## src/rtl/cct_sequencer.sv

```systemverilog
// Test-sequencing controller: clears the student circuit, streams an arithmetic
// progression into it, drains its pipeline and folds every output into a rotate-XOR signature.
// Optional self-compare output enabled by defining CCT_SEQ_COMPARE_EN.
module cct_sequencer #(
  parameter int WIDTH       = 8,
  parameter int NUM_VECTORS = 16,
  parameter int LATENCY     = 2
) (
  input  logic             clk,
  input  logic             clear_n,
  input  logic             start,
  input  logic [WIDTH-1:0] seed,
  input  logic [WIDTH-1:0] step,
  output logic             busy,
  output logic             done,
  output logic             dut_clear,
  output logic [WIDTH-1:0] dut_input,
  input  logic [WIDTH-1:0] dut_output,
  output logic [WIDTH-1:0] signature,
  output logic [7:0]       vec_count
`ifdef CCT_SEQ_COMPARE_EN
  ,
  input  logic [WIDTH-1:0] expected_sig,
  output logic             pass
`endif
);

  typedef enum logic [2:0] {IDLE, CLEAR, DRIVE, DRAIN, DONE} state_t;

  state_t           state, state_nxt;
  logic [WIDTH-1:0] seed_l, step_l;
  logic [3:0]       drain_cnt;
  logic             last_vec, last_drain;

  function automatic logic [WIDTH-1:0] sig_fold(input logic [WIDTH-1:0] sig,
                                                input logic [WIDTH-1:0] obs);
    return {sig[WIDTH-2:0], sig[WIDTH-1]} ^ obs;
  endfunction

  assign last_vec   = (vec_count == 8'(NUM_VECTORS - 1));
  assign last_drain = (drain_cnt == 4'(LATENCY - 1));

  always_ff @(posedge clk or negedge clear_n) begin
    if (!clear_n) state <= IDLE;
    else          state <= state_nxt;
  end

  always_comb begin
    state_nxt = state;
    case (state)
      IDLE:    if (start) state_nxt = CLEAR;
      CLEAR:   state_nxt = DRIVE;
      DRIVE:   if (last_vec) state_nxt = (LATENCY == 0) ? DONE : DRAIN;
      DRAIN:   if (last_drain) state_nxt = DONE;
      DONE:    if (start) state_nxt = CLEAR;
      default: state_nxt = IDLE;
    endcase
  end

  // Outputs are decoded from the next state so they are registered yet aligned with state.
  always_ff @(posedge clk or negedge clear_n) begin
    if (!clear_n) begin
      busy      <= 1'b0;
      done      <= 1'b0;
      dut_clear <= 1'b0;
      dut_input <= '0;
      signature <= '0;
      vec_count <= '0;
      seed_l    <= '0;
      step_l    <= '0;
      drain_cnt <= '0;
    end else begin
      busy      <= (state_nxt == CLEAR) || (state_nxt == DRIVE) || (state_nxt == DRAIN);
      done      <= (state_nxt == DONE);
      dut_clear <= (state_nxt == CLEAR);

      if (state_nxt == DRIVE)
        dut_input <= (state == CLEAR) ? seed_l : dut_input + step_l;
      else
        dut_input <= '0;

      if (state == DRIVE)
        vec_count <= vec_count + 8'd1;

      if ((state == DRIVE) || (state == DRAIN))
        signature <= sig_fold(signature, dut_output);

      // Only IDLE/DONE can lead to CLEAR, so this is the run-start capture point.
      if (state_nxt == CLEAR) begin
        seed_l    <= seed;
        step_l    <= step;
        signature <= '0;
        vec_count <= '0;
      end

      if (state == DRAIN) drain_cnt <= drain_cnt + 4'd1;
      else                drain_cnt <= '0;
    end
  end

`ifdef CCT_SEQ_COMPARE_EN
  assign pass = done && (signature == expected_sig);
`endif

endmodule

```

## config.mk

```make
export PLATFORM = sky130hd
export DESIGN_NAME = cct_sequencer
export DESIGN_NICKNAME = d
export VERILOG_FILES = /design/src/rtl/cct_sequencer.sv
export SDC_FILE = /design/constraint.sdc
export NUM_CORES = 1
export LEC_CHECK = 0
export BUFFER_PORTS_ARGS = -buffer_cell sky130_fd_sc_hd__buf_2
export CAP_MARGIN = 25
export CORE_MARGIN = 2
export CORE_UTILIZATION = 40
export CTS_CLUSTER_DIAMETER = 60
export CTS_CLUSTER_SIZE = 12
export DETAILED_ROUTE_END_ITERATION = 8
export SYNTH_ARGS = -nofsm -noshare
export SYNTH_HDL_FRONTEND = slang
export SYNTH_SLANG_ARGS = --single-unit
```

## constraint.sdc

```tcl
create_clock -name clk -period 1.7 [get_ports clk]
set_input_delay 0.085 -clock clk [delete_from_list [all_inputs] [get_ports clk]]
set_output_delay 0.085 -clock clk [all_outputs]
set_load 0.02 [all_outputs]
```

Yosys cells after proc, flatten, opt, wreduce, memory -nomap -nowiden
Cells that the tools add are included.
- shifts and indexed selects: 0
- reduce and logical (&&, ||, !) cells: 7
- add/subtract/negate cells: 3
- div/mod/pow operators: 0
- bitwise operators: 1
- $lt $le $gt $ge: 0
- $mul: 0
- equality and inequality tests: 10
- multiplexer cells: 11
- operators with widths (cell ; count):
    two-way mux 8 bit ; 6
    equality test 3 x 2 -> 1 bit, second input constant ; 4
    one-hot mux 3 bit (4 select lines) ; 1
    two-way mux 3 bit ; 3
    adder 8 x 1 -> 8 bit, second input constant ; 1
    adder 8 bit ; 1
    equality test 8 x 4 -> 1 bit, second input constant ; 1
    bitwise XOR 8 bit ; 1
    equality test 3 x 1 -> 1 bit, second input constant ; 2
    equality test 3 bit, second input constant ; 2
    adder 4 x 1 -> 4 bit, second input constant ; 1
    equality test 4 x 1 -> 1 bit, second input constant ; 1
    two-way mux 4 bit ; 1
    nonzero test 2 bit ; 2
    zero test 3 bit ; 1
    logical OR 1 bit ; 3
    OR reduction 2 bit ; 1
- memories kept: 0
- output and inout bits: 27
- memory bits (writable): 0
- word-level logic and storage cells: 42
- flip-flop bits (word level): 50
- bits of input ports: 27
- latch bits: 0
- bits in read-only memories: 0

Longest topological paths before layout
Gate-level depths: netlist of run 1.
- depth in word-level cells: 6
- mapped depth: 7
- mapped depth without buffers: 7

Worst setup path before layout of run 1
Ideal clock, no wire load.
- path kind: register to register
- start point: register dut_input[0]
- end point: register dut_input[6]
- library setup time: 82 ps
- clock period less this slack: 1883 ps
- path slack: -183 ps
- cell stages (with the launch flop): 8
- arrival time: 1801 ps
- required time: 1618 ps
- path buffers: 0
- path through: dfrtp_1 > ha_1 > inv_1 > fa_1 > nor2b_1 > o31a_1 > or4_1 > a31oi_1
- word-level cells in the longest chain between the ends: 3
- RTL lines (what ; line ; source):
    start: declaration ; 17 ; output logic [WIDTH-1:0] dut_input,
    start signal: assignment ; 78 ; dut_input <= (state == CLEAR) ? seed_l : dut_input + step_l;
    adder 8 bit ; 78 ;
    two-way mux 8 bit ; 78 ;
    two-way mux 8 bit ; 77 ; if (state_nxt == DRIVE)
No other way between the ends.
A chain may end at the register's enable or synchronous reset.

Worst setup path after layout of run 1
Same ends and word-level chain as after synthesis.

==> impl_metrics.yaml, run 1 <==
drt:
  wl_um: 4970
  avgViaCountPerCell: 4.91
  num_vias: 1864
  routedWlPerCell_um: 13.1
  drcViolationCount: 0
  dr.first_iter.drc_count: 76
  dr.pass1.iters: 4
  ant_nets: 0
synthesis:
  synth_edf_count: 0
  syn_avg_cell_area_um2: 11.4
  synth_cell_types: 44
  synth_cells: 219
  synth_top_area_share: 0.502
  ys.flop_type: "dfrtp_1"
  ys_warn_count: 0
  synth-async-reset-ratio: 1.00
  synth_seq_cells: 50
  ys_seq_area_frac: 0.502
  syn_area_um2: 2490
  synth_area_leaders: "dfrtp_1 (50%), mux2_2 (7.2%), ha_1 (5.0%)"
  syn-num-nets: 257
  synthTopCellsByCount: "dfrtp_1 (50), nor2_1 (24), mux2_2 (16)"
  yosysTopAreaCell: "dfrtp_1"
  yosysMostFrequentCell: "dfrtp_1"
finish:
  area_growth_pct: 32.5
  fill_cells: 545
  instances_no_fill: 380
  nets: 342
  drive_gt1_frac: 0.426
  design_area_um2: 3310
  n_antenna_cell: 0
setup_path:
  r2r_setup_slack_ns: -0.11
  timing.rr.end: "dut_input[6]"
  path_class: "reg2reg"
  crit_path_max_fanout: 3
  reg2reg_from: "dut_input[0]"
  startpoint_type: "flop"
  worst_r2r_path_depth: 7
  cp.required_ns: 1.93
  crit_arrival_ns: 2.04
  critPathCaptureType: "flop"
sta:
  hold_viol: 0
  finClkSkew_ns: 0.00390
  slew_violations: 0
  post-route-min-period_ns: 1.81
  grt_setup_unrepaired: "true"
  max_slew_margin: 0.705
  worstMarginPinSlew_ns: 0.441
  final.setup.worst_slack_ns: -0.113
  fmax_ghz: 0.551
  period_share: 1.07
  setup_violations: 6
pwr:
  sw_frac_of_total: 0.386
  powerDensity_nw_per_um2: 1960
  internal_power_uw: 3970
  switchingPower_uw: 2500
  peakVddDrop_mv: 1.09
  clock_power_share: 0.130
  power.leakage_uw: 0.00154
  total_power_uw: 6470
  combPwrFrac: 0.544
  pwr-share-seq: 0.326
placement:
  post-place-ws_ns: -0.107
  numPortBuffers: 53
  placed_cell_area_um2: 3050
  place_hpwl_um: 3640
  place_congestion: 0.761
  dp.cells: 362
min_path:
  hold_depth: 2
  hold_class: "in2reg"
  min-delay-start: "seed[5]"
  hold-path-endpoint: "seed_l[5]"
clock_network:
  cts.clk_slew.worst_paths_ns: 0.09
  cts_buffers: 5
  cts_buffer_depth: 2
  cts_tree: "built"
  htreeDepth: 2
  clkLatencyLatePin_ns: 0.30
  clock-sinks: 50
  root_buffer: "clkbuf_8"
outcome:
  violations: "negative setup slack"
  status: "complete, but fails checks"
global_routing:
  grt_pass1_wl_um: 8580
  grt_usage: 0.154
  antenna_found_initial: 0
  grt_pass1_vias: 1865
  grt_overflow: 0
  grt_max_degree: 51
die:
  pin_count: 54
  die_w_um: 83.0
  start_util: 0.416
  rows: 28
  die-area_um2: 6880
  dieHeight_um: 83.0
  core_area_um2: 5990
run:
  cap_viol_max_count: 0
## flip-flops by register name (all words and copies together), names as in the netlist
register / count
vec_count: 8
drain_cnt: 4
dut_input: 8
done: 1
busy: 1
step_l: 8
signature: 8
seed_l: 8
state: 3
dut_clear: 1
## cell usage in the layout (no fill, tap or decap), types with 3 or more instances in the layout
cell and instances:
nand2b_1 3, a21oi_1 5, clkbuf_8 5, inv_1 4, buf_2 53, buf_4 24, o21ai_0 8, mux2_2 16
xnor2_1 11, nand4_1 4, dlygate4sd3_1 5, ha_1 7, a211oi_1 10, nand3_1 4, ha_4 3, xor2_1 7
nand2_1 11, buf_12 3, a21oi_2 3, dfrtp_1 48, nor2_1 24, or4_1 3
## critical path: stages (launching register included)
cell	delay [ns]
dfrtp_2	0.43
ha_4	0.16
inv_2	0.05
fa_2	0.20
nor2b_2	0.05
o31a_1	0.24
or4_1	0.47
a31oi_1	0.14
## power by group through the flow
| stage | combinational (uW) | clock, uW | sequential, uW |
|---|---|---|---|
| after floorplan | 1950 | 0 | 2370 |
| after global placement | 3160 | 0 | 2130 |
| after detailed placement | 3220 | 0 | 2140 |
| after CTS | 3470 | 876 | 2120 |
| after global routing | 3920 | 927 | 2180 |
| final | 3520 | 844 | 2110 |
## final cells by class
cell class              count  area (um2)  area share
flip-flops and latches     50        1250       0.379
multi-input cells         155        1250       0.378
clock buffers               5        68.8      0.0208
repair buffers             87         578       0.175
clock inverters             3        43.8      0.0132
inverters                   5        18.8     0.00568
well taps                  75        93.8      0.0284
## per-stage QoR
stage / TNS (ns) / hold WS (ns) / util
4_1_cts: -0.495 / 0.00100 / 0.545
6_report: -0.364 / 0.00674 / 0.552
2_1_floorplan: -0.0899 / -0.211 / -
5_1_grt: -0.857 / 0.0000466 / 0.552
3_5_place_dp: -0.452 / 0.0937 / 0.510
3_3_place_gp: -0.181 / 0.0920 / 0.510
## worst max-delay path by stage
| stage | depth (start not counted) | from | end |
|---|---|---|---|
| after global routing | 7 | step_l[0] | dut_input[6] |
| after global placement | 7 | dut_input[0] | dut_input[6] |
| after floorplan | 7 | dut_input[0] | dut_input[6] |
| final | 7 | dut_input[0] | dut_input[6] |
| after CTS | 7 | dut_input[0] | dut_input[6] |
| after detailed placement | 7 | dut_input[0] | dut_input[6] |
## logic make-up after synthesis
group | share of synthesized area
compound gates | 0.117
simple gates | 0.154
fa+ha+maj | 0.0582
mux | 0.0802
buf+inv | 0.0256
flops | 0.502
xor+xnor | 0.0632
## routing by layer
layer	vias up	part of all wire	track usage
li1	944	-	-
met1	876	0.48	0.200
met2	38	0.46	0.246
met3	6	0.044	0.0427
met4	0	0.013	0.0537
met5	-	0	0
## timing repair
item,in CTS,in global routing
hold buffers,3,2
gates resized for setup,6,5
buffers inserted,4,1
endpoints found under the hold margin,52,2
pin swaps,2,3
endpoints found under the setup margin,9,9
Note: power is estimated with default switching activity, not from simulation.
==> run 2, diff against run 1 <==
--- a/config.mk
+++ b/config.mk
@@ -5,6 +5,7 @@
 export SDC_FILE = /design/constraint.sdc
 export NUM_CORES = 1
 export LEC_CHECK = 0
+export ABC_AREA = 1
 export BUFFER_PORTS_ARGS = -buffer_cell sky130_fd_sc_hd__buf_2
 export CAP_MARGIN = 25
 export CORE_MARGIN = 2
==> run 2 against run 1 <==
  * The run now ends clean
  * Clock-buffer cell count increased by 2
  * Routed wire length increased by 8.5%
  * Critical path depth decreased by 2
  * Sequential power decreased by 9%
  * Hold slack about the same
  * Total power decreased by 20%
  * Non-clock buffer count decreased by 14
  * Cell count increased by 21%
  * Sequential share of layout area increased by 1.8 points
  * Sequential cell count unchanged
  * Core utilization decreased by 2.6 points
  * Die area increased by 0.91%
  * Critical endpoint is now dut_input[1]
  * Largest power group unchanged
  * Highest routed layer unchanged
==> impl_metrics.yaml, run 2 <==
setup_path:
  cp.required_ns: 1.93
  crit_family: "adder cells"
  crit_path_max_fanout: 2
  crit_chain: "ha_1, inv_1, fa_2, or2_2, a21oi_1"
  worstPathBufferInverterCount: 1
  crit_arrival_ns: 1.82
  critPathCaptureType: "flop"
  path_class: "reg2reg"
  startpoint_type: "flop"
  slowest_delay_ns: 0.41
  cpMaxStageDelayCell: "fa_2"
placement:
  placed_cell_area_um2: 2900
  place_congestion: 0.803
  numPortBuffers: 53
  place_hpwl_um: 4050
drt:
  met3_length_um: 232
  dr.first_iter.drc_count: 81
  ant_nets: 0
  wl_met2_um: 2490
  dr.pass1.iters: 4
  drcViolationCount: 0
  routed.top_layer: "met4"
  wl_um: 5390
  routedWlPerCell_um: 11.7
  avgViaCountPerCell: 4.67
  num_vias: 2151
  m1WireLength_um: 2620
clock_network:
  cts_tree: "built"
  clock-sinks: 50
  cts_buffers: 5
  cts_buffer_depth: 2
  root_buffer: "clkbuf_8"
  post-cts-setup-buffers: 0
  cts.clk_slew.worst_paths_ns: 0.09
  htreeDepth: 2
  clkLatencyLatePin_ns: 0.31
die:
  rows: 28
  pin_count: 54
  die-area_um2: 6950
  start_util: 0.420
  die_w_um: 83.4
  core_area_um2: 5990
  dieHeight_um: 83.4
global_routing:
  grt_overflow: 0
  grt_usage: 0.169
  grt_max_degree: 29
  grt_pass1_vias: 2167
  antenna_found_initial: 0
  grt_pass1_wl_um: 9670
synthesis:
  synthTopCellsByCount: "nand2_1 (98), dfrtp_1 (50), inv_1 (36)"
  synth_area_leaders: "dfrtp_1 (50%), nand2_1 (15%), inv_1 (5.4%)"
  ys_seq_area_frac: 0.497
  ys.flop_type: "dfrtp_1"
  synth_edf_count: 0
  synth_seq_cells: 50
  syn_area_um2: 2520
  syn-num-nets: 348
  synth-async-reset-ratio: 1.00
  syn_avg_cell_area_um2: 8.12
  synth_cell_types: 23
  yosysTopAreaCell: "dfrtp_1"
  synth_top_area_share: 0.497
  ys_warn_count: 0
  synth_cells: 310
  yosysMostFrequentCell: "nand2_1"
sta:
  post-route-min-period_ns: 1.59
  tns_ns: 0
  period_share: 0.936
  worstMarginPinSlew_ns: 0.547
  hold_viol: 0
  slew_violations: 0
  fmax_ghz: 0.629
  grt_setup_unrepaired: "false"
  max_slew_margin: 0.635
  setup_violations: 0
  finClkSkew_ns: 0.0119
finish:
  fill_cells: 609
  nets: 423
  area_growth_pct: 25.0
  drive_gt1_frac: 0.192
  layout_commonest_cell: "nand2_1"
  n_antenna_cell: 0
  final_cell_mix: "nand2_1 (98), buf_2 (53), dfrtp_1 (50)"
  design_area_um2: 3150
pwr:
  powerDensity_nw_per_um2: 1640
  peakVddDrop_mv: 0.659
  power.leakage_uw: 0.00175
run:
  cap_viol_max_count: 0
min_path:
  hold_class: "in2reg"
outcome:
  status: "finished, final reports clean"
==> run 2: cell types whose count changed after synthesis, sizes merged, moves of 5 or more <==
| cell | change |
|---|---|
| a211oi | -10 |
| inv | +32 |
| mux2 | -16 |
| nand2 | +87 |
| nand3 | +19 |
| nor3 | +5 |
| o22ai | +5 |
| xnor2 | -5 |
==> run 2: what timing repair did <==
item	in CTS	in global routing
hold buffers	16	0
endpoints found under the setup margin	0	2
resized for setup	0	1
endpoints found under the hold margin	37	0
==> run 2: path summary, 6_finish.rpt <==
| kind | from | cells past startpoint | slack (ns) | to |
|---|---|---|---|---|
| min | seed[0] | 3 | 0.007 | seed_l[0] |
| max in group asynchronous | clear_n | 3 | 0.88 | busy |
| min reg2reg | seed_l[6] | 2 | 0.47 | seed_l[6] |
| max reg2reg | dut_input[0] | 5 | 0.11 | dut_input[1] |
| max | dut_input[0] | 5 | 0.11 | dut_input[1] |
| min in group asynchronous | clear_n | 2 | 0.29 | signature[1] |
==> run 2: area by class of cell <==
type / instances / area (um2) / area share
Sequential cell: 50 / 1250 / 0.397
Multi-Input combinational cell: 218 / 1110 / 0.351
Timing Repair Buffer: 73 / 468 / 0.149
Inverter: 37 / 139 / 0.0441
Tap cell: 75 / 93.8 / 0.0298
Clock buffer: 7 / 86.3 / 0.0274
Clock inverter: 1 / 5.00 / 0.00159
==> run 2: power by group <==
group / total [uW] / switching [uW] / internal [uW] / leakage (uW)
sequential: 1930 / 293 / 1630 / 0.000642
clock: 714 / 385 / 329 / 0.0000482
combinational: 2520 / 1600 / 923 / 0.00106
==> run 2: metrics by stage <==
| step | cells | power, uW | utilization | worst slack (ns) | hold WS (ns) |
|---|---|---|---|---|---|
| after floorplan | 310 | 3740 | - | 0.0949 | -0.211 |
| after global placement | 437 | 4430 | 0.483 | 0.186 | 0.107 |
| after detailed placement | 437 | 4480 | 0.483 | 0.135 | 0.104 |
| after CTS | 461 | 5230 | 0.525 | 0.115 | 0.00289 |
| after global routing | 461 | 5700 | 0.526 | 0.00659 | 0.00661 |
| final | 461 | 5160 | 0.526 | 0.109 | 0.00650 |
==> run 2: kinds of logic (layout without fill, tap and decap cells) <==
group           after synthesis  count (layout)  synth area share
compound gates               28              28            0.0596
xor+xnor                      9               9            0.0313
fa+ha+maj                    11              11            0.0576
buf+inv                      42             118            0.0651
flops                        50              50             0.497
simple gates                170             170             0.290
==> run 2: per-layer routing <==
metal,vias to the layer above,track usage
li1,1132,-
met1,973,0.224
met2,40,0.276
met3,6,0.0447
met4,0,0.0387
met5,-,0
==> run 2: worst reg2reg max path, cell delays in order, from the launching register on <==
cell and delay [ns]:
dfrtp_1 0.39, ha_1 0.21, inv_1 0.07, fa_2 0.41, or2_2 0.29, a21oi_1 0.15
